$ cat src/rtl/traffic_light_monitor.sv
// traffic_light_monitor: observer for the 2-bit light code bus.
// It decodes the code to one-hot lamp drives and tracks how long the current colour has been held.
// It also counts red->green transitions and latches the first protocol violation since the last clear.
module traffic_light_monitor #(
  parameter int unsigned DWELL_W    = 8,
  parameter int unsigned CNT_W      = 16,
  parameter int unsigned MIN_YELLOW = 2
) (
  input  logic               clock,
  input  logic               reset_n,
  input  logic [1:0]         light,
  input  logic               clear_err,
  output logic               red,
  output logic               yellow,
  output logic               green,
  output logic [DWELL_W-1:0] dwell,
  output logic [CNT_W-1:0]   cycles,
  output logic               err,
  output logic [1:0]         err_code
);

  localparam logic [1:0] CodeNone   = 2'b00;
  localparam logic [1:0] CodeRed    = 2'b01;
  localparam logic [1:0] CodeGreen  = 2'b10;
  localparam logic [1:0] CodeYellow = 2'b11;

  localparam logic [1:0] ErrIllegal = 2'd1;
  localparam logic [1:0] ErrOrder   = 2'd2;
  localparam logic [1:0] ErrShort   = 2'd3;

  localparam logic [DWELL_W-1:0] DwellMax  = {DWELL_W{1'b1}};
  localparam logic [DWELL_W-1:0] DwellOne  = DWELL_W'(1);
  localparam logic [DWELL_W-1:0] MinYellow = DWELL_W'(MIN_YELLOW);
  localparam logic [CNT_W-1:0]   CycOne    = CNT_W'(1);

  typedef enum logic {StSync, StTrack} state_e;

  state_e             state_q, state_d;
  logic [1:0]         prev_q, prev_d;
  logic [DWELL_W-1:0] dwell_q, dwell_d;
  logic [CNT_W-1:0]   cycles_q, cycles_d;
  logic               err_q, err_d;
  logic [1:0]         err_code_q, err_code_d;
  logic [2:0]         lamp_q, lamp_d;  // {red, yellow, green}

  // Error event raised by the next-state logic on this edge.
  logic               ev;
  logic [1:0]         ev_code;

  // Expected successor of the tracked colour in the legal sequence.
  logic [1:0]         succ;

  // State register: all tracking, counters, error capture and lamp drives.
  always_ff @(posedge clock) begin
    if (!reset_n) begin
      state_q    <= StSync;
      prev_q     <= CodeNone;
      dwell_q    <= '0;
      cycles_q   <= '0;
      err_q      <= 1'b0;
      err_code_q <= 2'd0;
      lamp_q     <= 3'b000;
    end else begin
      state_q    <= state_d;
      prev_q     <= prev_d;
      dwell_q    <= dwell_d;
      cycles_q   <= cycles_d;
      err_q      <= err_d;
      err_code_q <= err_code_d;
      lamp_q     <= lamp_d;
    end
  end

  // Next-state logic: colour tracking, dwell, cycle count and error events.
  always_comb begin
    state_d  = state_q;
    prev_d   = prev_q;
    dwell_d  = dwell_q;
    cycles_d = cycles_q;
    ev       = 1'b0;
    ev_code  = 2'd0;
    succ     = CodeNone;

    unique case (prev_q)
      CodeRed:    succ = CodeGreen;
      CodeGreen:  succ = CodeYellow;
      CodeYellow: succ = CodeRed;
      default:    succ = CodeNone;
    endcase

    unique case (state_q)
      StSync: begin
        // The first legal code is accepted without a transition check.
        if (light != CodeNone) begin
          state_d = StTrack;
          prev_d  = light;
          dwell_d = DwellOne;
        end
      end
      StTrack: begin
        if (light == CodeNone) begin
          ev      = 1'b1;
          ev_code = ErrIllegal;
          state_d = StSync;
          prev_d  = CodeNone;
          dwell_d = '0;
        end else if (light == prev_q) begin
          if (dwell_q != DwellMax) begin
            dwell_d = dwell_q + DwellOne;
          end
        end else if (light == succ) begin
          prev_d  = light;
          dwell_d = DwellOne;
          if (prev_q == CodeRed) begin
            cycles_d = cycles_q + CycOne;
          end
          // A short yellow is still accepted as a transition.
          if (prev_q == CodeYellow && dwell_q < MinYellow) begin
            ev      = 1'b1;
            ev_code = ErrShort;
          end
        end else begin
          // Out-of-order colour: report and resynchronise on it.
          ev      = 1'b1;
          ev_code = ErrOrder;
          prev_d  = light;
          dwell_d = DwellOne;
        end
      end
      default: begin
        state_d = StSync;
        prev_d  = CodeNone;
        dwell_d = '0;
      end
    endcase
  end

  // Output logic: lamp decode of the next tracked colour and sticky error capture.
  always_comb begin
    lamp_d     = 3'b000;
    err_d      = err_q;
    err_code_d = err_code_q;

    if (state_d == StTrack) begin
      unique case (prev_d)
        CodeRed:    lamp_d = 3'b100;
        CodeYellow: lamp_d = 3'b010;
        CodeGreen:  lamp_d = 3'b001;
        default:    lamp_d = 3'b000;
      endcase
    end

    // A new error beats a simultaneous clear; otherwise the first error is kept.
    if (ev) begin
      err_d = 1'b1;
      if (!err_q || clear_err) begin
        err_code_d = ev_code;
      end
    end else if (clear_err) begin
      err_d      = 1'b0;
      err_code_d = 2'd0;
    end
  end

  assign red      = lamp_q[2];
  assign yellow   = lamp_q[1];
  assign green    = lamp_q[0];
  assign dwell    = dwell_q;
  assign cycles   = cycles_q;
  assign err      = err_q;
  assign err_code = err_code_q;

endmodule

$ cat config.mk
export PLATFORM = sky130hd
export DESIGN_NAME = traffic_light_monitor
export DESIGN_NICKNAME = d
export VERILOG_FILES = /design/src/rtl/traffic_light_monitor.sv
export SDC_FILE = /design/constraint.sdc
export NUM_CORES = 1
export LEC_CHECK = 0
export BUFFER_PORTS_ARGS = -buffer_cell sky130_fd_sc_hd__buf_2
export CAP_MARGIN = 10
export CORE_ASPECT_RATIO = 1.5
export CORE_MARGIN = 10
export CORE_UTILIZATION = 38
export CTS_CLUSTER_SIZE = 8
export DETAILED_ROUTE_END_ITERATION = 10
export PLACE_DENSITY = 0.58
export REMOVE_ABC_BUFFERS = 1
export SYNTH_ARGS = -nofsm -noshare
export SYNTH_HDL_FRONTEND = slang
export SYNTH_SLANG_ARGS = --single-unit
$ cat constraint.sdc
create_clock -name clock -period 4.1 [get_ports clock]
set_input_delay 0.205 -clock clock [delete_from_list [all_inputs] [get_ports clock]]
set_output_delay 0.205 -clock clock [all_outputs]
set_load 0.1 [all_outputs]
==> impl_results.md, run 1 <==
* Static leakage power at between 0.8 and 0.9 nW
* Total negative setup slack at 0 ns
* Final Hold Violating Endpoints at 0
* Beginning of the worst register-to-register path: prev_q[0]$_SDFF_PN0_
* Critical Path End Type: register
* Mean instance size in the synthesized netlist at 8.44 um2
* Number of DRC violations after detailed routing at 0
* PostCTS Resize Cnt at 0
* Number of max-slew violations in the final report at 0
* Count of buffers from port buffering at 34
* Vias in the first global route at 1526
* Portion of the post-synthesis area used by sequential elements at about two fifths
* Required time at the endpoint of the critical path at 4.31 ns
* Layout-stage area growth over the synthesis result at 18.6%
* Post-synth EDFFs at 0
* Setup-violating endpoint count in the final report at 0
* Number of optimization iterations in the first detailed-route pass at 4
* Proportion of layout cells with a drive suffix above 1 at 20.7%
* Post-DP HPWL at 3170 um
* Type of the worst setup path: reg -> reg
* Number of CTS-inserted buffers at 5
* Outcome: finished, final reports clean
* Clock insertion delay at the later pin of the skew report at 0.29 ns
* Reg clk slew, reported paths at roughly 0.070 ns
* Number of clock sinks seen by CTS at 33
* Antenna fix cells at 0
* Row count at 30
* Commonest cells in the synthesized netlist: dfxtp_1, a21oi_1, nor2_1
* Worst slew pin tran at 0.708 ns
* Share of flip-flops with an asynchronous set or reset at 0%
* Final Core Density at 45.9%
* Maximum level of the CTS H-tree at 2
* Netlist Area Pre-Place at 1730 um2
* Die area at 7710 um2
* Setup repair after global routing missed its margin: no
* End of the worst register-to-register path: cycles[10]$_SDFFE_PN0P_
* Relative max-transition margin at 52.7%
* CTS Root Buffer Type: clkbuf_8
* Initial DRC Count at 74
* Wire per inst at 14.8 um
* Number of synthesis warnings at 0
* Type of origin of the critical path: register
* Routability cong. at 0.794
* Worst ir drop on vdd at between 200 and 250 uV
* CTS tree: yes
* Max Buffers Root-to-Sink at 2
* Reported max-cap violation count at 0
* GRT Util Overall at 11.6%
* Maximum clock frequency at 423 MHz
* PwrDens at 361 nW/um2
* Fraction of the cycle the final worst path needs at around 58%
* #FFs+latches synth at 33
* Buffers inserted by post-CTS timing repair at 0
* Largest area contributor in the netlist: dfxtp_1
* Core Area at 4470 um2
* CP Data Arrival Time at 2.58 ns
* Number of antenna violations at the first check in global routing at 0
* Register-to-register setup slack at between 1.5 and 2 ns
* Fraction of synthesized cell area taken by the top area cell type at 38.2%
* Primary FF master, synth: dfxtp_1
* Total via count after detailed routing at 1615
* Register-to-Register Path Depth at 7
* First-pass GRT wire length at roughly 7000 um
* Total non-filler cell area in the finished layout at approximately 2000 um2
* Post-CTS Hold Buffers at 0
* Number of distinct library cells after synthesis at 48
* Maximum number of pins on one net before global-route repair at 22
* HP Class: in -> reg
* Die Span X at 75.1 um
* Clock skew after layout at 0.00987 ns
* Peak fanout along the critical path at 9
* Initial standard-cell utilization of the core at about two fifths
* Placed cell areas at around 1900 um2
* Beginning of the critical path: prev_q[0]$_SDFF_PN0_
* Synthesized netlist cell count at 205
* Min-Delay Path Depth at 2
* Via count normalized by instance count at between 5 and 6
* Antenna violation net count after detailed routing at 0
* Library cell with the highest instance count after synthesis: dfxtp_1
* Post-layout net count at 250
* Largest cells by area after synthesis: dfxtp_1, a21oi_1, nor2_1
* Final period demand of the worst path at 2.36 ns
* DIE HEIGHT at 103 um
* Number of placed I/O pins at 35
* Grt total ovfl at 0
* Routed wire length at 4270 um
* Capturing element of the worst setup path: cycles[10]$_SDFFE_PN0P_
## logic make-up (layout without fill, tap and decap cells)
group | count (synthesis) | after routing | share of synthesized area [%]
AO/OA/AOI/OAI | 58 | 58 | 24.1
XOR/XNOR | 9 | 9 | 4.56
adder cells (fa/ha/maj) | 5 | 5 | 3.62
buffers and inverters | 15 | 51 | 3.40
flip-flops | 33 | 33 | 38.2
multiplexers | 1 | 1 | 0.578
AND/OR/NAND/NOR | 84 | 84 | 25.6
## cells in the final DEF (no fill, tap or decap), types with 3 or more instances in the layout
master / count
ha_1: 5
nand2_1: 15
inv_1: 9
a21oi_1: 19
or3_1: 7
nand4_1: 6
nor3_1: 6
clkbuf_8: 6
o21ai_2: 3
and3_1: 5
o21ai_0: 7
dfxtp_1: 33
buf_2: 34
nor2_1: 19
nand3_1: 13
o21a_1: 4
xnor2_1: 7
## layer usage
layer  wire (um)  part of all wire, %  vias to the layer above  global-route usage [%]
met3         232                  5.4                        9                    4.24
li1            -                    -                      831                       -
met1        1790                   42                      741                    12.1
met4         102                  2.4                        0                    5.70
met5           0                    0                        -                       0
met2        2140                   50                       34                    19.8
## worst max-delay path, cell delays in order (launching register included)
cell	delay, ns
dfxtp_1	0.48
inv_1	0.14
ha_1	0.33
xor2_1	0.19
o21ai_2	0.17
a2111oi_4	0.44
or3b_1	0.39
a21oi_1	0.14
## report_power, final
group	switching, mW	internal [mW]
Sequential	0.00755	0.327
Combinational	0.0694	0.0214
Clock	0.118	0.198
## worst min path at each step
| stage | to | slack (ns) | from |
|---|---|---|---|
| 6_report | lamp_q[0]$_SDFF_PN0_ | 0.26 | light[0] |
| 5_1_grt | err$_SDFFE_PN0P_ | 0.26 | clear_err |
| 4_1_cts | err$_SDFFE_PN0P_ | 0.26 | clear_err |
| 3_5_place_dp | err_code[1]$_SDFFE_PN0P_ | 0.45 | err_code[1]$_SDFFE_PN0P_ |
| 3_3_place_gp | err_code[1]$_SDFFE_PN0P_ | 0.45 | err_code[1]$_SDFFE_PN0P_ |
| 2_1_floorplan | lamp_q[0]$_SDFF_PN0_ | 0.28 | light[0] |
## cell type report
| type | instances | area [um2] |
|---|---|---|
| fillers | 448 | 2410 |
| multi-input cells | 157 | 1010 |
| flip-flops and latches | 33 | 661 |
| repair buffers | 34 | 170 |
| clock buffers | 7 | 86.3 |
| well taps | 48 | 60.1 |
| inverters | 9 | 33.8 |
| clock inverters | 1 | 30.0 |
## metrics by stage
stage | instances | power, mW | hold WS, ns | worst slack (ns)
6_report | 289 | 0.741 | 0.264 | 1.74
5_1_grt | 289 | 0.775 | 0.256 | 1.57
4_1_cts | 289 | 0.752 | 0.259 | 1.72
3_5_place_dp | 281 | 0.433 | 0.453 | 1.78
3_3_place_gp | 281 | 0.432 | 0.446 | 1.87
2_1_floorplan | 199 | 0.410 | 0.277 | 1.65
## flip-flops by register name (all words and copies together) (netlist names)
signal	cells
prev_q	2
cycles	16
err_code	2
state_q	1
err	1
dwell	8
lamp_q	3
Power figures use the tool's default switching activity.
==> run 2: changes to the inputs <==
==> constraint.sdc (replaced) <==
create_clock -name clock -period 2.2 [get_ports clock]
set_input_delay 0.11 -clock clock [delete_from_list [all_inputs] [get_ports clock]]
set_output_delay 0.11 -clock clock [all_outputs]
set_load 0.1 [all_outputs]
==> run 2 against run 1 <==
- core utilization rose by 1.6 points
- global-route usage rose by 0.15 points
- hold slack got worse by 0.10 ns
- non-clock buffer count rose by 8
- critical endpoint is now cycles[11]$_SDFFE_PN0P_
- critical path depth did not move
- via count rose by 1.2%
==> impl_results.md, run 2 (synthesized netlist as in run 1, its figures left out) <==
* Setup-violating endpoint count in the final report at 0 (unchanged)
* Routed wire length at 4270 um (+0.12%)
* Filler-free cell count of the finished design at 296 (+2.4%)
* Number of max-slew violations in the final report at 0 (unchanged)
* Sw Ratio at 28.2% (+1.9 points)
* Number of fillers in the final layout at 445 (-0.67%)
* Final period demand of the worst path at 2.12 ns (-0.243 ns)
* Worst path slowest cell: a2111o_1
* Core Area at 4470 um2 (unchanged)
* Worst slew pin tran at 0.707 ns (-0.000788 ns)
* Max Buffers Root-to-Sink at 2 (unchanged)
* Critical Path End Type: register
* Required time at the endpoint of the critical path at 2.41 ns (-1.90 ns)
* Maximum level of the CTS H-tree at 2 (unchanged)
* Count of buffers from port buffering at 34 (unchanged)
* Static leakage power at 0.841 nW (+4.6%)
* Placed cell areas at 1980 um2 (+2.3%)
* Number of antenna violations at the first check in global routing at 0 (unchanged)
* First-pass GRT wire length at 7160 um (+2.7%)
* Grt total ovfl at 0 (unchanged)
* Die Span X at 75.1 um (unchanged)
* Initial standard-cell utilization of the core at 38.7% (unchanged)
* Number of placed I/O pins at 35 (unchanged)
* Relative max-transition margin at 52.8% (about the same)
* Initial DRC Count at 71 (-4.1%)
* Antenna violation net count after detailed routing at 0 (unchanged)
* Die area at 7710 um2 (unchanged)
* Layout-stage area growth over the synthesis result at 22.8%
* Total via count after detailed routing at 1634 (+1.2%)
* Reported net switching power at 0.359 mW (+85%)
* Clock insertion delay at the later pin of the skew report at 0.28 ns (about the same)
* Final Hold Violating Endpoints at 0 (unchanged)
* Maximum number of pins on one net before global-route repair at 22 (unchanged)
* Peak fanout along the critical path at 8 (-1)
* CTS tree: yes
* Final Core Density at 47.6% (+1.6 points)
* Delay of the slowest cell on the worst path at 0.45 ns (-0.03 ns)
* Type of origin of the critical path: register
* Leading cell type in the layout, fill and taps excluded: buf_2
* PwrDens at 600 nW/um2 (+66%)
* Internal Power at 0.915 mW (+68%)
* Share of power burned in the clock network at 35.9% (-6.7 points)
* Total area of multi-input combinational cells at 1040 um2 (+2.8%)
* DIE HEIGHT at 103 um (unchanged)
* Number of optimization iterations in the first detailed-route pass at 4 (unchanged)
* Total non-filler cell area in the finished layout at 2120 um2 (+3.5%)
* Number of CTS-inserted buffers at 5 (unchanged)
* Fraction of the cycle the final worst path needs at 96.5% (+39 points)
* Part of the power in registers at 48.6% (+3.5 points)
* Antenna fix cells at 0 (unchanged)
* Post-layout net count at 258 (+3.2%)
* Max reg flops at 16 (unchanged)
* Routability cong. at 0.766 (-3.5%)
* Register cell area after layout at 662 um2 (+0.19%)
* Post-DP HPWL at 3120 um (-1.6%)
* Worst ir drop on vdd at 366 uV (+70%)
* Vias in the first global route at 1566 (+2.6%)
* Share of total power in combinational logic at 15.5% (+3.2 points)
* Type of the worst setup path: reg -> reg
* CP Data Arrival Time at 2.33 ns (-0.25 ns)
* Reported max-cap violation count at 0 (unchanged)
* Critical path, cell by cell: inv_1, ha_1, xor2_2, o21ai_4, a2111o_1, or3_4, a21oi_2
* Via count normalized by instance count at 5.52 (-1.2%)
* Wire per inst at 14.4 um (-2.3%)
* HP Class: in -> reg
* GRT Util Overall at 11.8% (+0.15 points)
* Fin Hold WS at 0.165 ns (-0.0998 ns)
* Clock skew after layout at 0.00482 ns (-0.00505 ns)
* Number of clock sinks seen by CTS at 33 (unchanged)
* CTS Root Buffer Type: clkbuf_8
* Commonest cells after routing, fill and taps aside: buf_2, dfxtp_1, nor2_1
* Post-CTS Hold Buffers at 0 (unchanged)
* Outcome: finished, final reports clean
* Row count at 30 (unchanged)
* Maximum clock frequency at 471 MHz (+11%)
* Proportion of layout cells with a drive suffix above 1 at 25.0% (+4.3 points)
* Number of DRC violations after detailed routing at 0 (unchanged)
* Inst Count DP at 287 (+2.1%)
* Reg clk slew, reported paths at 0.06 ns (about the same)
* Register-to-register setup slack at 0.08 ns (-1.66 ns)
* Total Power Consumption at 1.27 mW (+72%)
-- run 2: layout make-up --
| type | count | share of cell area [%] |
|---|---|---|
| Timing Repair Buffer | 42 | 11.4 |
| Sequential cell | 33 | 31.2 |
| Clock buffer | 7 | 4.06 |
| Multi-Input combinational cell | 157 | 48.9 |
| Inverter | 9 | 1.59 |
| Tap cell | 48 | 2.83 |
-- run 2: path summary, 6_finish.rpt --
kind	cells past startpoint	startpoint	end
min	3	clear_err	err$_SDFFE_PN0P_
min reg2reg	2	err_code[1]$_SDFFE_PN0P_	err_code[1]$_SDFFE_PN0P_
max reg2reg	7	prev_q[0]$_SDFF_PN0_	cycles[11]$_SDFFE_PN0P_
max	7	prev_q[0]$_SDFF_PN0_	cycles[11]$_SDFFE_PN0P_
-- run 2: power groups by stage --
stage / clock network (mW) / registers, mW / logic, mW
2_1_floorplan: 0 / 0.692 / 0.0720
3_3_place_gp: 0 / 0.632 / 0.178
3_5_place_dp: 0 / 0.633 / 0.178
4_1_cts: 0.480 / 0.619 / 0.179
5_1_grt: 0.517 / 0.620 / 0.214
6_report: 0.458 / 0.619 / 0.198
-- run 2: critical path: cells and delay by family, from the launching register on --
| family | cells | cell delay [ns] |
|---|---|---|
| simple gates | 1 | 0.41 |
| flops | 1 | 0.34 |
| xor+xnor | 1 | 0.19 |
| compound gates | 3 | 0.68 |
| buf+inv | 1 | 0.09 |
| fa+ha+maj | 1 | 0.34 |
-- run 2: per-stage QoR --
step / setup slack, ns / setup TNS, ns
finish: 0.0777 / 0
global route: -0.0322 / -0.0696
floorplan: -0.248 / -1.48
CTS: 0.0623 / 0
global placement: 0.141 / 0
detailed placement: 0.0982 / 0
-- run 2: metal layers --
layer | wire length [um] | track usage (%) | part of all wire [%] | vias up
li1 | - | - | - | 845
met5 | 0 | 0 | 0 | -
met4 | 35 | 4.39 | 0.82 | 0
met3 | 237 | 4.34 | 5.5 | 4
met2 | 2150 | 20.1 | 50 | 29
met1 | 1850 | 12.7 | 43 | 756
-- run 2: what timing repair did --
action	CTS	global route
endpoints found under the setup margin	0	2
buffers inserted	0	2
resized for setup	0	6
